===== src/rtl/melody_pkg.sv =====
`default_nettype none
// ============================================================================
// Module      : melody_pkg
// Description : Shared definitions for the melody sequencer: note-word field
//               widths, pitch divider constants, the PITCH_DIV lookup, rest
//               detection, volume word builder and the FSM state encoding.
// Revision    : 1.0 - initial release
// ============================================================================
package melody_pkg;

    // Note word layout: [7:4] pitch code, [3:0] beat count
    localparam int PITCH_W = 4;
    localparam int BEATS_W = 4;
    localparam int DIV_W   = 22;
    localparam int VOL_W   = 16;

    // Tone dividers, 100 MHz / f rounded
    localparam logic [DIV_W-1:0] DIV_C4 = 22'd382219;
    localparam logic [DIV_W-1:0] DIV_D4 = 22'd340530;
    localparam logic [DIV_W-1:0] DIV_E4 = 22'd303370;
    localparam logic [DIV_W-1:0] DIV_F4 = 22'd286344;
    localparam logic [DIV_W-1:0] DIV_G4 = 22'd255102;
    localparam logic [DIV_W-1:0] DIV_A4 = 22'd227273;
    localparam logic [DIV_W-1:0] DIV_B4 = 22'd202478;
    localparam logic [DIV_W-1:0] DIV_C5 = 22'd191113;

    localparam logic [DIV_W-1:0] RESET_DIV = DIV_C4;

    typedef enum logic [2:0] {
        S_IDLE  = 3'd0,
        S_FETCH = 3'd1,
        S_LOAD  = 3'd2,
        S_PLAY  = 3'd3,
        S_GAP   = 3'd4,
        S_DONE  = 3'd5
    } state_t;

    // Codes 0 and 9..15 are rests
    function automatic logic pitch_is_rest(input logic [PITCH_W-1:0] code);
        return (code == 4'd0) || (code > 4'd8);
    endfunction

    // Divider for a sounding pitch code; rests never reach the output
    function automatic logic [DIV_W-1:0] PITCH_DIV(input logic [PITCH_W-1:0] code);
        logic [DIV_W-1:0] div;
        case (code)
            4'd1:    div = DIV_C4;
            4'd2:    div = DIV_D4;
            4'd3:    div = DIV_E4;
            4'd4:    div = DIV_F4;
            4'd5:    div = DIV_G4;
            4'd6:    div = DIV_A4;
            4'd7:    div = DIV_B4;
            4'd8:    div = DIV_C5;
            default: div = DIV_C4;
        endcase
        return div;
    endfunction

    // Positive amplitude for a loudness level; the negative one is its inverse
    function automatic logic [VOL_W-1:0] vol_word(input logic [2:0] level);
        return {1'b0, level, 12'h000};
    endfunction

endpackage : melody_pkg
`default_nettype wire


===== src/rtl/beat_timer.sv =====
`default_nettype none
// ============================================================================
// Module      : beat_timer
// Description : Beat prescaler. On load it arms CYCLES-per-beat counting for
//               'beats' beats; while enabled it counts down and raises expire
//               combinationally during the last cycle of the last beat, so an
//               enabled span lasts exactly beats*CYCLES cycles.
// Ports       : clk, rst_n (async active-low), load, beats, enable, expire
// Revision    : 1.0 - initial release
// ============================================================================
module beat_timer
    import melody_pkg::*;
#(
    parameter int CYCLES     = 25_000_000,
    parameter int TIMER_BW   = BEATS_W
) (
    input  logic                clk,
    input  logic                rst_n,
    input  logic                load,
    input  logic [TIMER_BW-1:0] beats,
    input  logic                enable,
    output logic                expire
);

    localparam int                CNT_W    = (CYCLES > 1) ? $clog2(CYCLES) : 1;
    localparam logic [CNT_W-1:0]  CNT_LAST = CNT_W'(CYCLES - 1);

    logic [CNT_W-1:0]    r_cnt;
    logic [TIMER_BW-1:0] r_beats_left;

    assign expire = enable && (r_cnt == '0) && (r_beats_left == TIMER_BW'(1));

    always_ff @(posedge clk or negedge rst_n) begin
        if (!rst_n) begin
            r_cnt        <= '0;
            r_beats_left <= '0;
        end else if (load) begin
            r_cnt        <= CNT_LAST;
            r_beats_left <= beats;
        end else if (enable) begin
            if (r_cnt == '0) begin
                // Beat boundary: start the next beat unless this was the last
                if (r_beats_left > TIMER_BW'(1)) begin
                    r_beats_left <= r_beats_left - TIMER_BW'(1);
                    r_cnt        <= CNT_LAST;
                end
            end else begin
                r_cnt <= r_cnt - CNT_W'(1);
            end
        end
    end

endmodule : beat_timer
`default_nettype wire


===== src/rtl/melody_sequencer.sv =====
`default_nettype none
// ============================================================================
// Module      : melody_sequencer
// Description : Plays a song from an external note ROM by driving the tone
//               divider and amplitudes of the buzzer. Each note word is
//               fetched, held for its beat count, then the next is fetched.
//               A word with zero beats, or the last ROM address, ends the song.
// Ports       : clk_100mhz  - system clock
//               rst_n       - asynchronous active-low reset
//               start/stop  - 1-cycle control pulses (stop has priority)
//               vol_level   - loudness 0..7
//               note_addr   - registered ROM address
//               note_data   - ROM word, valid one clock after note_addr
//               note_div    - tone divider
//               vol_pos/neg - amplitudes
//               busy/done   - status and end-of-song pulse
// Config      : MELODY_GAP_EN - insert GAP_CYCLES silent cycles after each
//               note (default build: notes play back to back)
// Revision    : 1.0 - initial release
// ============================================================================
module melody_sequencer
    import melody_pkg::*;
#(
    parameter int ADDR_W      = 6,
    parameter int BEAT_CYCLES = 25_000_000,
    parameter int GAP_CYCLES  = 2_500_000
) (
    input  logic              clk_100mhz,
    input  logic              rst_n,
    input  logic              start,
    input  logic              stop,
    input  logic [2:0]        vol_level,
    output logic [ADDR_W-1:0] note_addr,
    input  logic [7:0]        note_data,
    output logic [21:0]       note_div,
    output logic [15:0]       vol_pos,
    output logic [15:0]       vol_neg,
    output logic              busy,
    output logic              done
);

    state_t r_state;
    logic   r_rest;

    logic [PITCH_W-1:0] w_pitch;
    logic [BEATS_W-1:0] w_beats;
    logic               w_last_addr;
    logic               w_play_load;
    logic               w_play_expire;
    logic               w_note_end;

    assign w_pitch     = note_data[7:4];
    assign w_beats     = note_data[3:0];
    assign w_last_addr = (note_addr == {ADDR_W{1'b1}});
    assign w_play_load = (r_state == S_LOAD) && (w_beats != '0) && !stop;

    beat_timer #(
        .CYCLES   (BEAT_CYCLES),
        .TIMER_BW (BEATS_W)
    ) u_beat_timer (
        .clk    (clk_100mhz),
        .rst_n  (rst_n),
        .load   (w_play_load),
        .beats  (w_beats),
        .enable (r_state == S_PLAY),
        .expire (w_play_expire)
    );

`ifdef MELODY_GAP_EN
    logic w_gap_expire;

    // Same prescaler, armed for a single "beat" of GAP_CYCLES
    beat_timer #(
        .CYCLES   (GAP_CYCLES),
        .TIMER_BW (BEATS_W)
    ) u_gap_timer (
        .clk    (clk_100mhz),
        .rst_n  (rst_n),
        .load   (w_play_expire && !stop),
        .beats  (BEATS_W'(1)),
        .enable (r_state == S_GAP),
        .expire (w_gap_expire)
    );

    assign w_note_end = w_gap_expire;
`else
    logic unused_gap_cycles;
    assign unused_gap_cycles = (GAP_CYCLES != 0);

    assign w_note_end = w_play_expire;
`endif

    always_ff @(posedge clk_100mhz or negedge rst_n) begin
        if (!rst_n) begin
            r_state   <= S_IDLE;
            r_rest    <= 1'b0;
            note_addr <= '0;
            note_div  <= RESET_DIV;
            vol_pos   <= '0;
            vol_neg   <= '0;
            busy      <= 1'b0;
            done      <= 1'b0;
        end else begin
            done <= 1'b0;

            if (stop && (r_state != S_IDLE)) begin
                r_state   <= S_IDLE;
                note_addr <= '0;
                vol_pos   <= '0;
                vol_neg   <= '0;
                busy      <= 1'b0;
            end else begin
                case (r_state)
                    S_IDLE: begin
                        if (start && !stop) begin
                            r_state   <= S_FETCH;
                            note_addr <= '0;
                            busy      <= 1'b1;
                        end
                    end

                    S_FETCH: begin
                        r_state <= S_LOAD;
                    end

                    S_LOAD: begin
                        if (w_beats == '0) begin
                            // End marker
                            r_state <= S_DONE;
                            vol_pos <= '0;
                            vol_neg <= '0;
                            done    <= 1'b1;
                        end else begin
                            r_state <= S_PLAY;
                            r_rest  <= pitch_is_rest(w_pitch);
                            if (pitch_is_rest(w_pitch)) begin
                                // Rest keeps the previous divider, volume off
                                vol_pos <= '0;
                                vol_neg <= '0;
                            end else begin
                                note_div <= PITCH_DIV(w_pitch);
                                vol_pos  <= vol_word(vol_level);
                                vol_neg  <= ~vol_word(vol_level);
                            end
                        end
                    end

                    S_PLAY: begin
                        // Track live volume changes while the note sounds
                        if (r_rest) begin
                            vol_pos <= '0;
                            vol_neg <= '0;
                        end else begin
                            vol_pos <= vol_word(vol_level);
                            vol_neg <= ~vol_word(vol_level);
                        end
`ifdef MELODY_GAP_EN
                        if (w_play_expire) begin
                            r_state <= S_GAP;
                            vol_pos <= '0;
                            vol_neg <= '0;
                        end
`endif
                        if (w_note_end) begin
                            if (w_last_addr) begin
                                r_state <= S_DONE;
                                vol_pos <= '0;
                                vol_neg <= '0;
                                done    <= 1'b1;
                            end else begin
                                r_state   <= S_FETCH;
                                note_addr <= note_addr + ADDR_W'(1);
                            end
                        end
                    end

`ifdef MELODY_GAP_EN
                    S_GAP: begin
                        if (w_note_end) begin
                            if (w_last_addr) begin
                                r_state <= S_DONE;
                                done    <= 1'b1;
                            end else begin
                                r_state   <= S_FETCH;
                                note_addr <= note_addr + ADDR_W'(1);
                            end
                        end
                    end
`endif

                    S_DONE: begin
                        r_state   <= S_IDLE;
                        note_addr <= '0;
                        busy      <= 1'b0;
                    end

                    default: begin
                        r_state   <= S_IDLE;
                        note_addr <= '0;
                        vol_pos   <= '0;
                        vol_neg   <= '0;
                        busy      <= 1'b0;
                    end
                endcase
            end
        end
    end

endmodule : melody_sequencer
`default_nettype wire


===== config.mk =====
export PLATFORM = sky130hd
export DESIGN_NAME = melody_sequencer
export DESIGN_NICKNAME = d
export VERILOG_FILES = /design/src/rtl/melody_pkg.sv /design/src/rtl/beat_timer.sv /design/src/rtl/melody_sequencer.sv
export SDC_FILE = /design/constraint.sdc
export NUM_CORES = 1
export LEC_CHECK = 0
export CAP_MARGIN = 10
export CORE_UTILIZATION = 53
export DETAILED_ROUTE_END_ITERATION = 10
export GPL_ROUTABILITY_DRIVEN = 0
export HOLD_SLACK_MARGIN = 0.05
export PLACE_DENSITY = 0.81
export SETUP_SLACK_MARGIN = 0.3
export SYNTH_ARGS = -nofsm -noshare
export SYNTH_HDL_FRONTEND = slang
export SYNTH_HIERARCHICAL = 1
export SYNTH_SLANG_ARGS = --single-unit

===== constraint.sdc =====
create_clock -name clk_100mhz -period 3.5 [get_ports clk_100mhz]
set_input_delay 0.7 -clock clk_100mhz [delete_from_list [all_inputs] [get_ports clk_100mhz]]
set_output_delay 0.7 -clock clk_100mhz [all_outputs]
set_load 0.1 [all_outputs]

==> impl_metrics.yaml, run 1 <==
worst_hold_path:
  hold_path_class: "in -> async"
job:
  maxCapViolations: 0
pwr:
  power.switching_mw: 1.51
  total_leakage_power_nw: 1.93
  p_clk_share_pct: 19.4
  total_power_mw: 3.02
  ir_worst_vdd_mv: 0.277
  intPower_mw: 1.50
  switching_share_pct: 50.1
  p_per_area_nw_per_um2: 642
  power_frac_comb_pct: 46.5
  pwr-share-seq_pct: 34.1
floorplanning:
  rows: 31
  start_util_pct: 54.9
  fp.dieH_um: 88.9
  coreArea_um2: 7290
  ios: 77
  die-area_um2: 7900
  die_width_um: 88.9
synthesis:
  ys_ff_latch: 67
  synth-edff-count: 0
  ys.flop_type: "dfrtp_1"
  postSynthCellCount: 421
  netlist_area_um2: 4000
  synthDominantCellAreaShare_pct: 35.7
  synth_most_common_cell: "dfrtp_1"
  syn_area_per_cell_um2: 9.50
  yosysWarningCount: 25
  synth_area_leaders: "dfrtp_1 36%, dfstp_2 6.6%, buf_4 5.6%"
  synth_largest_area_cell: "dfrtp_1"
  async_flop_share_pct: 100
  yosysUniqueCellTypes: 72
  ys_seq_area_share_pct: 42.2
  synthTopCellsByCount: "57 x dfrtp_1, 41 x nand2_1, 30 x buf_4"
sta:
  rsz0062_at_grt: "false"
  setup_viol: 0
  slew_headroom_pct: 34.8
  clock_skew_ps: 9.81
  worst_slew_pin_slew_ps: 975
  drv_slew: 0
  max_freq_mhz: 335
  period_needed_ps: 2980
  fin_setup_tns_ps: 0
  finalCritPeriodShare_pct: 85.2
  hold_viol: 0
  whs_ps: 308
  layout_setup_ws_ps: 517
clocking:
  post_cts_buffers: 0
  cts_tree: "built"
  cts_max_level: 3
  cts_buffers: 9
  cts_sinks: 67
  clk_path_buf_depth: 2
  clk_pin_slew_ps: 80
  clk_latency_ps: 360
  cts_root_buffer: "clkbuf_8"
drt:
  drtIter0Drc: 254
  antenna_left: 0
  num_vias: 3319
  dr.pass1.iters: 5
  wl_um: 8830
  viasPerCell: 5.72
  drc_errors: 0
  wl_per_cell_um: 15.2
global_routing:
  grt_pass1_vias: 3112
  groute.usage.overall_pct: 23.8
  grt_pass1_wl_um: 14400
  overflow: 0
  grt_max_degree: 46
  antenna_found_initial: 0
finish:
  n_antenna_cell: 0
  utilization_pct: 64.4
  area_delta_synth_final_pct: 17.4
  drive_gt1_share_pct: 19.1
  layout.cells.non_filler: 580
  nNetsFinal: 501
  fillCellCount: 596
  final_area_um2: 4700
placed_design:
  dpl_cell_area_um2: 4510
  place_ws_ps: 227
  dp.cells: 564
  dp_hpwl_um: 6380
  portBuffers: 60
critical_path:
  critPathKind: "reg -> reg"
  cp.arrival_ps: 3230
  crit_required_ps: 3750
  startpoint_type: "flip-flop"
  path_max_fanout: 6
  reg2reg_depth: 8
  critPathCaptureType: "flip-flop"
run_status:
  status: "finished, final reports clean"
power groups by stage:
stage / combinational, mW / clock, mW / sequential (mW)
CTS: 1.40 / 0.594 / 1.03
global route: 1.47 / 0.630 / 1.05
global placement: 1.38 / 0 / 1.04
finish: 1.40 / 0.585 / 1.03
floorplan: 0.528 / 0 / 1.65
detailed placement: 1.40 / 0 / 1.04
area by class of cell:
cell class | count | area [µm²] | area share, %
clock inverter | 7 | 52.6 | 1.12
sequential | 67 | 1690 | 36.0
inverter | 18 | 80.1 | 1.70
clock buffer | 9 | 124 | 2.64
timing repair buffer | 77 | 656 | 14.0
multi-input combinational | 303 | 1970 | 42.0
tap | 99 | 124 | 2.64
worst max-delay path: stages, from the launching register on:
cell      delay (ps)
dfrtp_1          430
nor4_1           490
nand3_1          250
or4b_1           610
nor4_2           370
o32a_1           240
buf_4            150
o221ai_1         120
a32o_1           230
worst paths after layout:
kind | from | endpoint | slack (ps)
hold reg to reg | note_div[14] | note_div[14] | 480
setup reg to reg | u_beat_timer/r_cnt[9] | note_addr[3] | 520
min in group clk_100mhz | note_div[14] | note_div[14] | 480
max in group asynchronous | rst_n | note_div[15] | 2240
hold / removal | rst_n | note_addr[0] | 310
setup / recovery | u_beat_timer/r_cnt[9] | note_addr[3] | 520
flip-flops by register name, indices dropped and copies added, names as in the netlist:
signal	flops
vol_pos	3
done	1
u_beat_timer/r_beats_left	4
note_div	19
u_beat_timer/r_cnt	25
vol_neg	4
r_rest	1
note_addr	6
busy	1
r_state	3
metal layers:
metal,global-route usage (%),part of all wire (%),vias to the layer above
met5,0,0,-
met4,9.53,1.4,0
met3,6.25,5.6,15
met2,37.7,48,116
met1,31.2,45,1583
li1,-,-,1605
layout by cell type (no fill, tap or decap), drive strengths merged, types with 5 or more instances in the layout:
cell type | synthesis | final
dfrtp | 57 | 57
buf | 35 | 45
nand2 | 42 | 42
clkdlybuf4s50 | 0 | 32
nor2 | 29 | 29
a21oi | 27 | 27
o21ai | 23 | 23
inv | 16 | 17
conb | 1 | 16
o31ai | 12 | 12
xnor2 | 11 | 11
ha | 10 | 10
dfstp | 10 | 10
nor3 | 9 | 9
a211oi | 9 | 9
clkbuf | 13 | 9
nand3 | 8 | 8
nor4 | 8 | 8
mux2 | 7 | 7
clkinv | 2 | 7
nand2b | 6 | 6
o22ai | 6 | 6
and3 | 6 | 6
or4 | 6 | 6
nor2b | 5 | 5
o221ai | 5 | 5
timing repair:
| action | 4_1_cts | 5_1_grt |
|---|---|---|
| endpoints found under the setup margin | 0 | 13 |
| resized for setup | 0 | 1 |
| hold buffers | 0 | 0 |
cells by family (layout without fill, tap and decap cells):
| family | after synthesis | in the layout | synth area share, % |
|---|---|---|---|
| adder cells (fa/ha/maj) | 10 | 10 | 3.13 |
| XOR/XNOR | 12 | 12 | 2.63 |
| multiplexers | 11 | 11 | 3.16 |
| flip-flops | 67 | 67 | 42.2 |
| buffers and inverters | 66 | 111 | 10.0 |
| AO/OA/AOI/OAI | 117 | 117 | 20.6 |
| AND/OR/NAND/NOR | 137 | 137 | 18.1 |
| other | 1 | 16 | 0.0937 |
Note: power is estimated with default switching activity, not from simulation.
==> inputs of run 2 (changes only) <==
Settings changed: CAP_MARGIN 10 to 15, PLACE_DENSITY 0.81 to 0.79.
==> impl_metrics.yaml, run 2 (synthesis gave the netlist of run 1 again) <==
placed_design:
  portBuffers: 60
  place_ws_ps: 187
  dp_hpwl_um: 6320
drt:
  viasPerCell: 5.83
  dr.pass1.iters: 4
  antenna_left: 0
  drtIter0Drc: 220
  wl_per_cell_um: 15.5
  wl_um: 8970
  drc_errors: 0
  num_vias: 3368
floorplanning:
  die-area_um2: 7900
  ios: 77
  die_width_um: 88.9
  start_util_pct: 54.9
  fp.dieH_um: 88.9
  rows: 31
  coreArea_um2: 7290
sta:
  setup_viol: 0
  clock_skew_ps: 13.5
  hold_viol: 0
  slew_headroom_pct: 34.7
  period_needed_ps: 3050
  worst_slew_pin_slew_ps: 976
  finalCritPeriodShare_pct: 87.2
  layout_setup_ws_ps: 450
  fin_setup_tns_ps: 0
  drv_slew: 0
  max_freq_mhz: 328
  rsz0062_at_grt: "false"
finish:
  largest_reg_flops: 25
  drive_gt1_share_pct: 18.6
  n_antenna_cell: 0
  area_delta_synth_final_pct: 17.1
  nNetsFinal: 499
  regMostFlops: "u_beat_timer/r_cnt"
  fillCellCount: 603
  final_common_cell: "dfrtp_1"
  reg.largest.list: "u_beat_timer/r_cnt (25), note_div (19), note_addr (6)"
  final_cell_mix: "57 x dfrtp_1, 42 x buf_4, 41 x nand2_1, 32 x clkdlybuf4s50_1, 29 x nor2_1"
pwr:
  ir_worst_vdd_mv: 0.252
  p_per_area_nw_per_um2: 644
  power_frac_comb_pct: 46.8
  switching_share_pct: 49.5
  total_leakage_power_nw: 1.91
  intPower_mw: 1.52
  power.switching_mw: 1.49
  p_clk_share_pct: 19.1
  pwr-share-seq_pct: 34.2
critical_path:
  critPathKind: "reg -> reg"
  startpoint_type: "flip-flop"
  crit_required_ps: 3710
  cp.arrival_ps: 3260
  slowest_delay_ps: 600
  r2r_slack_ps: 450
  slowest_stage: "or4b_1"
  r2r-start: "u_beat_timer/r_cnt[9]"
  critPathBufInv: 0
  critPathCaptureType: "flip-flop"
  r2r_end: "vol_neg[11]"
  path_max_fanout: 7
  path_delay_family: "simple AND/OR/NAND/NOR gates"
  worstPathCellList: "nor4_1 -> nand3_1 -> or4b_1 -> nor4_2 -> nand3_1 -> nor2_1 -> o32a_1 -> o21ai_0"
  reg2reg_depth: 8
  critical_path.most_common_cell: "nand3_1"
global_routing:
  groute.usage.overall_pct: 23.7
  grt_pass1_vias: 3101
  grt_pass1_wl_um: 14400
  grt_max_degree: 47
  overflow: 0
  antenna_found_initial: 0
clocking:
  cts_sinks: 67
  clk_pin_slew_ps: 80
  post_cts_buffers: 0
  clk_latency_ps: 350
  cts_root_buffer: "clkbuf_8"
  cts_buffers: 9
  clk_path_buf_depth: 2
  cts_tree: "built"
  cts_max_level: 3
job:
  maxCapViolations: 0
run_status:
  status: "finished, final reports clean"
worst_hold_path:
  hold_path_class: "in -> async"
==> run 2: cell types whose count changed in the layout (fill, tap and decap cells not counted) <==
| cell | before | now |
|---|---|---|
| clkinv_4 | 3 | 0 |
| buf_4 | 44 | 42 |
| clkbuf_1 | 0 | 2 |
| clkinvlp_4 | 1 | 3 |
| clkbuf_8 | 9 | 10 |
| clkinv_2 | 2 | 1 |
| inv_6 | 1 | 0 |
| nor4_1 | 5 | 4 |
| nor4_2 | 2 | 3 |
==> run 2: final cells by class <==
| cell class | count | area (µm²) | area share (%) |
|---|---|---|---|
| inverter | 18 | 80.1 | 1.71 |
| tap | 99 | 124 | 2.64 |
| multi-input combinational | 303 | 1980 | 42.2 |
| clock inverter | 4 | 27.5 | 0.588 |
| clock buffer | 12 | 145 | 3.10 |
| timing repair buffer | 75 | 641 | 13.7 |
| sequential | 67 | 1690 | 36.1 |
==> run 2: stage by stage <==
| step | hold slack [ps] | power [mW] | utilization [%] | std cells | instance area [µm²] |
|---|---|---|---|---|---|
| CTS | 316 | 3.03 | 64.1 | 578 | 4670 |
| global route | 331 | 3.15 | 64.2 | 578 | 4680 |
| global placement | 457 | 2.43 | 61.7 | 562 | 4500 |
| floorplan | 404 | 2.18 | - | 436 | 4060 |
| finish | 306 | 3.02 | 64.2 | 578 | 4680 |
| detailed placement | 465 | 2.45 | 61.7 | 562 | 4500 |
==> run 2: repair_timing <==
item | in CTS | in global routing
gates resized for setup | 0 | 2
hold buffers | 0 | 0
endpoints found under the setup margin | 0 | 11
endpoints found under the hold margin | 0 | 0
==> run 2: per-layer routing <==
layer / vias up / share of wire [%] / routed length (µm) / track usage [%]
li1: 1591 / - / - / -
met1: 1623 / 45 / 4070 / 31.7
met2: 139 / 47 / 4260 / 37.0
met3: 15 / 5.8 / 517 / 5.04
met4: 0 / 1.4 / 128 / 11.0
met5: - / 0 / 0 / 0
==> run 2: how the worst max path moves through the flow <==
stage	from	slack, ps	end	cells after the start
finish	u_beat_timer/r_cnt[9]	450	vol_neg[11]	8
floorplan	note_data[1]	490	u_beat_timer/r_cnt[14]	12
global placement	note_data[3]	290	u_beat_timer/r_cnt[3]	10
global route	note_data[1]	330	u_beat_timer/r_cnt[21]	10
detailed placement	note_data[1]	190	u_beat_timer/r_cnt[3]	10
CTS	u_beat_timer/r_cnt[9]	360	vol_neg[11]	8
==> run 2: power groups by stage <==
| stage | clock (mW) | combinational (mW) | sequential, mW |
|---|---|---|---|
| detailed placement | 0 | 1.41 | 1.04 |
| global route | 0.621 | 1.48 | 1.05 |
| global placement | 0 | 1.39 | 1.04 |
| floorplan | 0 | 0.528 | 1.65 |
| finish | 0.575 | 1.41 | 1.03 |
| CTS | 0.587 | 1.41 | 1.03 |
==> inputs of run 3 (changes only) <==
Settings changed: CORE_UTILIZATION 53 to 40, CTS_BUF_LIST set to sky130_fd_sc_hd__clkbuf_16, PLACE_DENSITY 0.79 to 0.62.
==> impl_metrics.yaml, run 3 (synthesis gave the netlist of run 1 again) <==
drt:
  drtIter0Drc: 102
  num_vias: 3265
  viasPerCell: 5.31
  dr.pass1.iters: 4
  wl_per_cell_um: 14.8
  drc_errors: 0
  antenna_left: 0
  wl_um: 9130
floorplanning:
  die-area_um2: 10400
  ios: 77
  die_width_um: 102
  start_util_pct: 41.1
  rows: 36
  coreArea_um2: 9730
  fp.dieH_um: 102
sta:
  max_freq_mhz: 337
  period_needed_ps: 2960
  clock_skew_ps: 5.40
  fin_setup_tns_ps: 0
  hold_viol: 0
  finalCritPeriodShare_pct: 84.7
  slew_headroom_pct: 34.9
  rsz0062_at_grt: "false"
  setup_viol: 0
  drv_slew: 0
  worst_slew_pin_slew_ps: 974
pwr:
  p_per_area_nw_per_um2: 662
  total_leakage_power_nw: 1.98
  ir_worst_vdd_mv: 0.374
critical_path:
  path_depth: 8
  critPathCaptureType: "flip-flop"
  path_max_fanout: 6
  path_delay_family: "simple AND/OR/NAND/NOR gates"
  r2r_slack_ps: 540
  cp.arrival_ps: 3170
  critical_path.most_common_cell: "nor4_2"
  r2r-start: "u_beat_timer/r_cnt[13]"
  cp-startpoint: "u_beat_timer/r_cnt[13]"
  crit_required_ps: 3710
  critPathKind: "reg -> reg"
  r2r_end: "note_addr[1]"
  reg2reg_depth: 8
  critPathBufInv: 1
  startpoint_type: "flip-flop"
  slowest_stage: "or4b_1"
  slowest_delay_ps: 580
  worstPathCellList: "nor4_2 -> nand3_1 -> or4b_1 -> nor4_2 -> buf_4 -> o32a_1 -> o22a_1 -> mux2_2"
finish:
  fillCellCount: 927
  area_delta_synth_final_pct: 21.2
  final_common_cell: "dfrtp_1"
  largest_reg_flops: 25
  nNetsFinal: 502
  multi_input_area_um2: 1980
  final_cell_mix: "57 x dfrtp_1, 44 x buf_4, 41 x nand2_1, 32 x clkdlybuf4s50_1, 29 x nor2_1"
  reg.largest.list: "u_beat_timer/r_cnt (25), note_div (19), note_addr (6)"
  utilization_pct: 49.8
  seq_area_um2: 1690
  n_antenna_cell: 0
  regMostFlops: "u_beat_timer/r_cnt"
  drive_gt1_share_pct: 18.7
clocking:
  clk_latency_ps: 330
  cts_hold_buf: 0
  cts_buffers: 9
  cts_root_buffer: "clkbuf_16"
  clk_pin_slew_ps: 50
  clk_path_buf_depth: 2
  post_cts_buffers: 0
  cts_max_level: 3
  cts_sinks: 67
  cts_tree: "built"
run_status:
  status: "finished, final reports clean"
worst_hold_path:
  hold_path_class: "in -> async"
global_routing:
  grt_pass1_vias: 3064
  grt_use_met1_pct: 25.9
  overflow: 0
  grt.busiest_layer: "met2"
  global_route.usage.met3_pct: 3.90
  met2_usage_pct: 29.3
  grt_max_degree: 48
  groute.usage.overall_pct: 18.8
  antenna_found_initial: 0
  grt_pass1_wl_um: 15200
job:
  maxCapViolations: 0
placed_design:
  dp_hpwl_um: 6440
  portBuffers: 60
[run 3: cell types whose count changed in the layout (fill, tap and decap cells not counted), moves of 3 or more]
cell        delta
clkbuf_16      +9
clkinvlp_4     -3
clkinv_1       +3
clkbuf_8      -10
[run 3: repair_timing]
item,4_1_cts,5_1_grt
endpoints found under the hold margin,0,0
resized for setup,0,3
endpoints found under the setup margin,0,13
[run 3: cell type report]
cell class | count | area share (%)
Clock inverter | 7 | 0.593
Inverter | 18 | 1.65
Sequential cell | 67 | 34.8
Clock buffer | 9 | 4.64
Timing Repair Buffer | 78 | 13.9
Tap cell | 133 | 3.43
Multi-Input combinational cell | 303 | 40.9
[run 3: worst max-delay path by stage]
stage / slack [ps] / endpoint
5_1_grt: 310 / note_addr[1]
2_1_floorplan: 490 / u_beat_timer/r_cnt[14]
3_3_place_gp: 420 / u_beat_timer/r_cnt[3]
3_5_place_dp: 340 / note_div[7]
4_1_cts: 360 / note_addr[1]
6_report: 540 / note_addr[1]
[run 3: stage by stage]
step	hold slack, ps	cell area [µm²]	setup WS [ps]	power [mW]	instances
2_1_floorplan	404	4060	490	2.18	436
3_3_place_gp	464	4560	419	2.43	598
3_5_place_dp	468	4560	343	2.44	598
4_1_cts	476	4810	359	3.23	614
5_1_grt	274	4850	313	3.36	615
6_report	267	4850	536	3.21	615
[run 3: worst register-to-register path: cells and delay by family, from the launching register on]
kind / cells / cell delay, ps
AO/OA/AOI/OAI: 2 / 410
buffers and inverters: 1 / 170
flip-flops: 1 / 440
multiplexers: 1 / 360
AND/OR/NAND/NOR: 4 / 1470
[run 3: per-layer routing]
layer	vias to the layer above	share of wire [%]
li1	1604	-
met1	1558	47
met2	90	47
met3	13	5.1
met4	0	1.5
met5	-	0
[run 3: power by group]
part           total (mW)  internal, mW  switching (mW)
registers            1.03         0.928           0.102
clock network       0.776         0.463           0.313
logic                1.40         0.320            1.08
